**src/rtl/ex_stage.sv**
```systemverilog
// rtl/ex_stage.sv - execute stage: forwarding, ALU, iterative multiplier FSM, EX/MEM register
module ex_stage #(
    parameter int DATA_W = 32
) (
    input  logic              clk,
    input  logic              rst_n,
    input  logic              ID_EX_Valid,
    input  logic [3:0]        ID_EX_ALUOp,
    input  logic [DATA_W-1:0] ID_EX_RsData,
    input  logic [DATA_W-1:0] ID_EX_RtData,
    input  logic [DATA_W-1:0] ID_EX_Imm,
    input  logic              ID_EX_ALUSrc,
    input  logic              ID_EX_RegWrite,
    input  logic              ID_EX_MemRead,
    input  logic              ID_EX_MemWrite,
    input  logic [4:0]        ID_EX_RdAddr,
    input  logic [1:0]        ForwardA,
    input  logic [1:0]        ForwardB,
    input  logic [DATA_W-1:0] MEM_WB_WriteData,
    input  logic              Flush,
    output logic              Stall,
    output logic              EX_MEM_Valid,
    output logic              EX_MEM_RegWrite,
    output logic              EX_MEM_MemRead,
    output logic              EX_MEM_MemWrite,
    output logic [4:0]        EX_MEM_RdAddr,
    output logic [DATA_W-1:0] EX_MEM_ALUResult,
    output logic [DATA_W-1:0] EX_MEM_StoreData
);

    localparam int CNT_W = $clog2(DATA_W) + 1;
    localparam logic [3:0] OP_MUL = 4'd12;

    typedef enum logic [1:0] {IDLE, BUSY, DONE} state_t;

    state_t             state, state_nxt;
    logic [CNT_W-1:0]   cnt;
    logic [DATA_W-1:0]  mcand, mplier, prod;
    logic [DATA_W-1:0]  op_a, fwd_b, op_b, alu_res;
    logic               mul_start, stall_int;
    logic [4:0]         shamt;

    assign mul_start = ID_EX_Valid && (ID_EX_ALUOp == OP_MUL);
    assign shamt     = op_b[4:0];
    // Reset must never hold the front end, whatever sits in ID/EX.
    assign Stall     = stall_int && rst_n;

    // Operand selection from the forwarding unit; 11 falls back to the register file.
    always_comb begin
        op_a  = ID_EX_RsData;
        fwd_b = ID_EX_RtData;
        case (ForwardA)
            2'b10:   op_a = EX_MEM_ALUResult;
            2'b01:   op_a = MEM_WB_WriteData;
            default: op_a = ID_EX_RsData;
        endcase
        case (ForwardB)
            2'b10:   fwd_b = EX_MEM_ALUResult;
            2'b01:   fwd_b = MEM_WB_WriteData;
            default: fwd_b = ID_EX_RtData;
        endcase
        op_b = ID_EX_ALUSrc ? ID_EX_Imm : fwd_b;
    end

    // Single-cycle ALU; MUL yields 0 here because its product comes from the FSM.
    always_comb begin
        alu_res = '0;
        case (ID_EX_ALUOp)
            4'd0:  alu_res = op_a + op_b;
            4'd1:  alu_res = op_a - op_b;
            4'd2:  alu_res = op_a & op_b;
            4'd3:  alu_res = op_a | op_b;
            4'd4:  alu_res = op_a ^ op_b;
            4'd5:  alu_res = ~(op_a | op_b);
            4'd6:  alu_res = {{(DATA_W-1){1'b0}}, ($signed(op_a) < $signed(op_b))};
            4'd7:  alu_res = {{(DATA_W-1){1'b0}}, (op_a < op_b)};
            4'd8:  alu_res = op_a << shamt;
            4'd9:  alu_res = op_a >> shamt;
            4'd10: alu_res = $signed(op_a) >>> shamt;
            4'd11: alu_res = op_b << 16;
            default: alu_res = '0;
        endcase
    end

    // Multiplier FSM next state and stall; Flush wins over everything.
    always_comb begin
        state_nxt = state;
        stall_int = 1'b0;
        if (Flush) begin
            state_nxt = IDLE;
        end else begin
            case (state)
                IDLE: begin
                    if (mul_start) begin
                        stall_int = 1'b1;
                        state_nxt = BUSY;
                    end
                end
                BUSY: begin
                    stall_int = 1'b1;
                    if (cnt == CNT_W'(DATA_W - 1))
                        state_nxt = DONE;
                end
                DONE:    state_nxt = IDLE;
                default: state_nxt = IDLE;
            endcase
        end
    end

    // State register plus shift-add datapath; operands are latched once at start.
    always_ff @(posedge clk or negedge rst_n) begin
        if (!rst_n) begin
            state  <= IDLE;
            cnt    <= '0;
            mcand  <= '0;
            mplier <= '0;
            prod   <= '0;
        end else begin
            state <= state_nxt;
            if (Flush) begin
                cnt <= '0;
            end else if (state == IDLE && mul_start) begin
                mcand  <= op_a;
                mplier <= op_b;
                prod   <= '0;
                cnt    <= '0;
            end else if (state == BUSY) begin
                if (mplier[0])
                    prod <= prod + mcand;
                mcand  <= mcand << 1;
                mplier <= mplier >> 1;
                cnt    <= cnt + 1'b1;
            end
        end
    end

    // EX/MEM register: bubble on flush, stall or empty slot; product when DONE.
    always_ff @(posedge clk or negedge rst_n) begin
        if (!rst_n) begin
            EX_MEM_Valid     <= 1'b0;
            EX_MEM_RegWrite  <= 1'b0;
            EX_MEM_MemRead   <= 1'b0;
            EX_MEM_MemWrite  <= 1'b0;
            EX_MEM_RdAddr    <= '0;
            EX_MEM_ALUResult <= '0;
            EX_MEM_StoreData <= '0;
        end else if (Flush || stall_int || !ID_EX_Valid) begin
            EX_MEM_Valid     <= 1'b0;
            EX_MEM_RegWrite  <= 1'b0;
            EX_MEM_MemRead   <= 1'b0;
            EX_MEM_MemWrite  <= 1'b0;
            EX_MEM_RdAddr    <= '0;
            EX_MEM_ALUResult <= '0;
            EX_MEM_StoreData <= '0;
        end else begin
            EX_MEM_Valid     <= 1'b1;
            EX_MEM_RegWrite  <= ID_EX_RegWrite;
            EX_MEM_MemRead   <= ID_EX_MemRead;
            EX_MEM_MemWrite  <= ID_EX_MemWrite;
            EX_MEM_RdAddr    <= ID_EX_RdAddr;
            EX_MEM_ALUResult <= (state == DONE) ? prod : alu_res;
            EX_MEM_StoreData <= fwd_b;
        end
    end

endmodule

```
**config.mk**
```make
export PLATFORM = sky130hd
export DESIGN_NAME = ex_stage
export DESIGN_NICKNAME = d
export VERILOG_FILES = /design/src/rtl/ex_stage.sv
export SDC_FILE = /design/constraint.sdc
export NUM_CORES = 1
export LEC_CHECK = 0
export CORE_MARGIN = 3
export CORE_UTILIZATION = 40
export DETAILED_ROUTE_END_ITERATION = 8
export DONT_BUFFER_PORTS = 1
export GPL_TIMING_DRIVEN = 0
export PLACE_DENSITY = 0.51
export SLEW_MARGIN = 15
export SYNTH_ARGS = -nofsm -noshare
export SYNTH_HDL_FRONTEND = slang
export SYNTH_SLANG_ARGS = --single-unit
```
**constraint.sdc**
```tcl
create_clock -name clk -period 7.6 [get_ports clk]
set_input_delay 0.76 -clock clk [delete_from_list [all_inputs] [get_ports clk]]
set_output_delay 0.76 -clock clk [all_outputs]
set_load 0.02 [all_outputs]
```
# Word level (Yosys, flattened, before mapping)
# Cells that the tools add are included.
dict set report totals {
  mem_bits_rw 0
  latch_bits 0
  n_memories 0
  ff_bits 177
  mem_bits_ro 0
  out_inout_bits 74
  input_bits 149
}
dict set report op_classes {
  mux 29
  shifts 3
  mul 0
  n_reduce_logical 14
  n_addsub 4
  n_eq_ne 21
  div_mod_pow 0
  bitwise_logic 5
  order_cmp 2
}
# cell count
set op_table {}
lappend op_table {{$pmux W32 S12} 1}
lappend op_table {{$mux W32} 11}
lappend op_table {{$pmux W32 S2} 2}
lappend op_table {{$add A32 B32 Y32} 2}
lappend op_table {{$lt A32 B32 Y1} 2}
lappend op_table {{$and A32 B32 Y32} 1}
lappend op_table {{$not A32 Y32} 1}
lappend op_table {{$or A32 B32 Y32} 1}
lappend op_table {{$shl A32 B5 Y32} 1}
lappend op_table {{$shr A32 B5 Y32} 1}
lappend op_table {{$sshr A32 B5 Y32} 1}
lappend op_table {{$sub A32 B32 Y32} 1}
lappend op_table {{$xor A32 B32 Y32} 1}
lappend op_table {{$eq A4 B4 Y1 const B} 5}
lappend op_table {{$mux W6} 3}
lappend op_table {{$eq A4 B3 Y1 const B} 4}
lappend op_table {{$eq A4 B2 Y1 const B} 2}
lappend op_table {{$add A6 B1 Y6 const B} 1}
lappend op_table {{$eq A2 B1 Y1 const B} 3}
lappend op_table {{$eq A2 B2 Y1 const B} 3}
lappend op_table {{$eq A6 B5 Y1 const B} 1}
lappend op_table {{$mux W1} 6}
lappend op_table {{$mux W2} 3}
lappend op_table {{$ne A3 B3 Y1 const B} 2}
lappend op_table {{14 further kinds} 19}

# Longest topological paths before layout
dict set report depth {
  depth_word 8
  depth_mapped 20
  depth_no_buf 17
}

# Least setup slack after synthesis
# Ideal clock, no wire load.
dict set report synth_timing {
  path_type {input-to-reg}
  from {in ForwardB[0]}
  to {reg EX_MEM_ALUResult[20]}
  path_buffers 4
  arrival_time_ns 4.697
  required_time_ns 7.452
  stages 19
  slack_ns 2.755
  setup_ns 0.148
  path_cell_list {inv_1 ha_1 or2_2 o221a_2 buf_6 buf_2 buf_2 buf_2 ha_1 fa_1 nand2b_1 a211oi_1 o22ai_1 o311ai_1 a41oi_1 o31ai_1 mux2i_1 a21oi_1 a221oi_1}
}
dict set report synth_between {
  elab_chain_len 8
  word_cells_on_any_way 16
  classes_between {add/sub: 2; eq/ne: 2; shift: 3; mux: 5; bitwise: 4}
}
# element line_no
set synth_lines {}
lappend synth_lines {{start, declared} 18} ;# input logic [1:0] ForwardB,
lappend synth_lines {{$eq A2 B1 Y1 or $eq A2 B2 Y1 (tied branches)} 57} ;# case (ForwardB)
lappend synth_lines {{$pmux W32 S2 (*)} 57}
lappend synth_lines {{$mux W32 (*)} 62} ;# op_b = ID_EX_ALUSrc ? ID_EX_Imm : fwd_b;
lappend synth_lines {{branches (longest 2 deep; another with $sub A32 B32 Y32)} --}
lappend synth_lines {{$pmux W32 S12 (*)} 68} ;# case (ID_EX_ALUOp)
lappend synth_lines {{$mux W32 (*)} 161} ;# EX_MEM_ALUResult <= (state == DONE) ? prod : alu_res;
lappend synth_lines {{$mux W32 (*)} 147} ;# end else if (Flush || stall_int || !ID_EX_Valid) begin
lappend synth_lines {{end signal, assigned} 161}
lappend synth_lines {{end, declared} 27} ;# output logic [DATA_W-1:0] EX_MEM_ALUResult,
# Mark *: on every way between the ends.
# A chain may end at the register's enable or synchronous reset.

# Final worst setup path
dict set report layout_timing {
  from {in ForwardB[0]}
  to {reg EX_MEM_ALUResult[26]}
}
# Same word-level chain as after synthesis.

==> flow_summary.ini <==
[clock_network]
clock_sinks = 177
cts_tree = built
path_clk_slew_ps = 90
cts_resized = 0
cts_buffer_depth = 2
worstSkewPairLatency_ps = 530
cts_buffers = 17
htreeDepth = 4
cts-root-buf = clkbuf_16

[worst_setup_path]
r2r_start = EX_MEM_ALUResult[4]$_DFF_PN0_
worstSetupPathType = input port to flop
cp_num_buf_inv = 4
crit_fanout = 11
cpMostUsedCell = a221oi_1
regToRegSetupSlack_ps = 520
reg2reg_to = EX_MEM_ALUResult[26]$_DFF_PN0_
arrival_ps = 7550
cp_slowest_stage_delay_ps = 900
critPathTopFamily = compound AO/OA/AOI/OAI gates
cp.required_ps = 7940
rr_worst_depth = 14
cp_cell_sequence = inv_1, ha_1, buf_4, nand2_1, o21ai_0, mux2i_1, clkbuf_1, clkbuf_1, ha_1, a221oi_1, o21ai_0, a21oi_1, o21ai_1, o21ai_1, xor2_1, a221oi_1, a221oi_1
critPathCaptureType = flop
critPathSlowestCell = mux2i_1
cp-start-kind = input port

[synth]
synth_ff_type = dfrtp_1
synth_seq_cells = 177
yosysSeqAreaShare = 0.230
yosys.area.top_type_share = 0.230
synth.avg_cell_area_um2 = 7.49
yosys.area.top_type = dfrtp_1
syn_nets = 2862
ys_warn_count = 0
syn_area_um2 = 19300
synth_cells = 2570
async_reset_ff_frac = 1.00
ys_types = 87
synth.area.top_cells = dfrtp_1 23%, ha_1 9.1%, mux2i_1 8.1%
synth_edf_count = 0

[sta]
whs_ps = 211
max_freq_ghz = 0.139
rsz0062_at_grt = false
fin_crit_sh = 0.948
hold_viol = 0
setup_viol = 0
post-route-min-period_ps = 7210
finalMaxSlewViolations = 0
fin_skew_ps = 31.9
worst_slew_pin_slew_ps = 1480
maxSlewHeadroom = 0.00808

[drt]
drcViolationCount = 0
wl_um = 112000
wl_per_cell_um = 34.8
drtPass1Iterations = 8
dr_total_vias = 22500
routed_via_density = 6.97
ant_nets = 0
drt-initial-drc-count = 2706

[finish]
final_cell_mix = 293 x nand2_1, 270 x nor2_1, 226 x o21ai_0, 201 x a21oi_1, 177 x dfrtp_1
utilization = 0.443
fin_area_um2 = 20800
area_delta_synth_final_pct = 8.29
mostFrequentLayoutCell = nand2_1
n_fill_cell = 4843
layout-drive-gt1-share = 0.0574
finalNetCount = 2892

[floorplanning]
initial_utilization = 0.409
dieWidth_um = 225
dieArea_um2 = 50800
ios = 223
row_count = 79
die_y_um = 225
core_area_um2 = 47100

[outcome]
violations = max-capacitance violations
status = finished, violations left

[grt]
grtUsageTotal = 0.428
antenna_found_initial = 10
grt_max_degree = 178
grt_pass1_wl_um = 155000
grt_overflow = 0
grt_pass1_vias = 21200

[flow_run]
drv_cap = 1

[pwr]
irDropWorstVdd_mv = 0.180
p_leak_uw = 0.00920
power.density_nw_per_um2 = 200

[place]
port_buffers = 0
gp_congestion = 1.10
detailed_place_hpwl_um = 90700
placed_cell_area_um2 = 20200

[min_path]
min_path_type = input port to asynchronous set/reset pin
## cell usage after synthesis, types with 26 or more instances
master,number
nand2_1,293
nor2_1,270
o21ai_0,239
a21oi_1,201
dfrtp_1,177
mux2i_1,155
ha_1,140
clkbuf_1,129
inv_1,113
a221o_1,67
nor3_1,51
a22oi_1,39
o21ai_1,39
a221oi_1,38
nand3_1,35
a21o_1,33
a211oi_1,32
o22ai_1,32
buf_2,29
nand2b_1,28
and3_1,26
## report_power, final
group	total [uW]	internal (uW)	switching, uW
Sequential	1080	994	81.7
Combinational	2080	604	1480
Clock	1010	460	546
Total	4170	2060	2110
## flip-flops by register name (all words and copies together) (netlist names)
name and cells:
prod 32, EX_MEM_StoreData 32, cnt 6, mcand 32
EX_MEM_Valid 1, EX_MEM_RegWrite 1, EX_MEM_MemRead 1, mplier 32
state 2, EX_MEM_MemWrite 1, EX_MEM_RdAddr 5, EX_MEM_ALUResult 32
## final cells by class
type	instances	area (um2)	area share
Clock inverter	15	215	0.0103
Clock buffer	17	425	0.0204
Inverter	119	449	0.0215
Multi-Input combinational cell	2083	13600	0.653
Buffer	191	850	0.0408
Antenna cell	5	12.5	0.000600
Tap cell	607	759	0.0364
Sequential cell	177	4430	0.212
Timing Repair Buffer	11	104	0.00498
## cell families (layout without fill, tap and decap cells)
| kind of cell | count (synthesis) | count (layout) | synth area share |
|---|---|---|---|
| flip-flops | 177 | 177 | 0.230 |
| multiplexers | 168 | 168 | 0.0888 |
| AO/OA/AOI/OAI | 925 | 925 | 0.315 |
| XOR/XNOR | 39 | 39 | 0.0177 |
| AND/OR/NAND/NOR | 808 | 808 | 0.187 |
| adder cells (fa/ha/maj) | 143 | 143 | 0.0941 |
| buffers and inverters | 310 | 353 | 0.0675 |
| other | 0 | 5 | 0 |
## what timing repair did
item                                   CTS  global route
endpoints found under the hold margin  177             0
hold buffers                             1             0
setup buffers                            0             0
## per-stage QoR
step	worst slack (ps)	total power [uW]	std cells	setup TNS [ps]
2_1_floorplan	2750	2300	2570	0
3_3_place_gp	-314	3020	3177	-481
3_5_place_dp	163	3030	3187	0
4_1_cts	684	4050	3220	0
5_1_grt	397	4280	3222	0
6_report	392	4170	3225	0
## worst max-delay path by stage
stage / start / end / slack, ps / cells past startpoint
2_1_floorplan: ForwardB[0] / EX_MEM_ALUResult[20]$_DFF_PN0_ / 2750 / 19
3_3_place_gp: ForwardB[0] / EX_MEM_ALUResult[23]$_DFF_PN0_ / -310 / 18
3_5_place_dp: ForwardB[0] / EX_MEM_ALUResult[23]$_DFF_PN0_ / 160 / 19
4_1_cts: ForwardB[0] / EX_MEM_ALUResult[23]$_DFF_PN0_ / 680 / 19
5_1_grt: ForwardB[0] / EX_MEM_ALUResult[23]$_DFF_PN0_ / 400 / 19
6_report: ForwardB[0] / EX_MEM_ALUResult[26]$_DFF_PN0_ / 390 / 17
## routing by layer
layer  track usage  wire, um
met5             0        37
met2         0.672     48300
met3         0.138     13900
met1         0.518     42300
met4         0.243      7620
No activity file was read; power rests on OpenSTA's default activity.
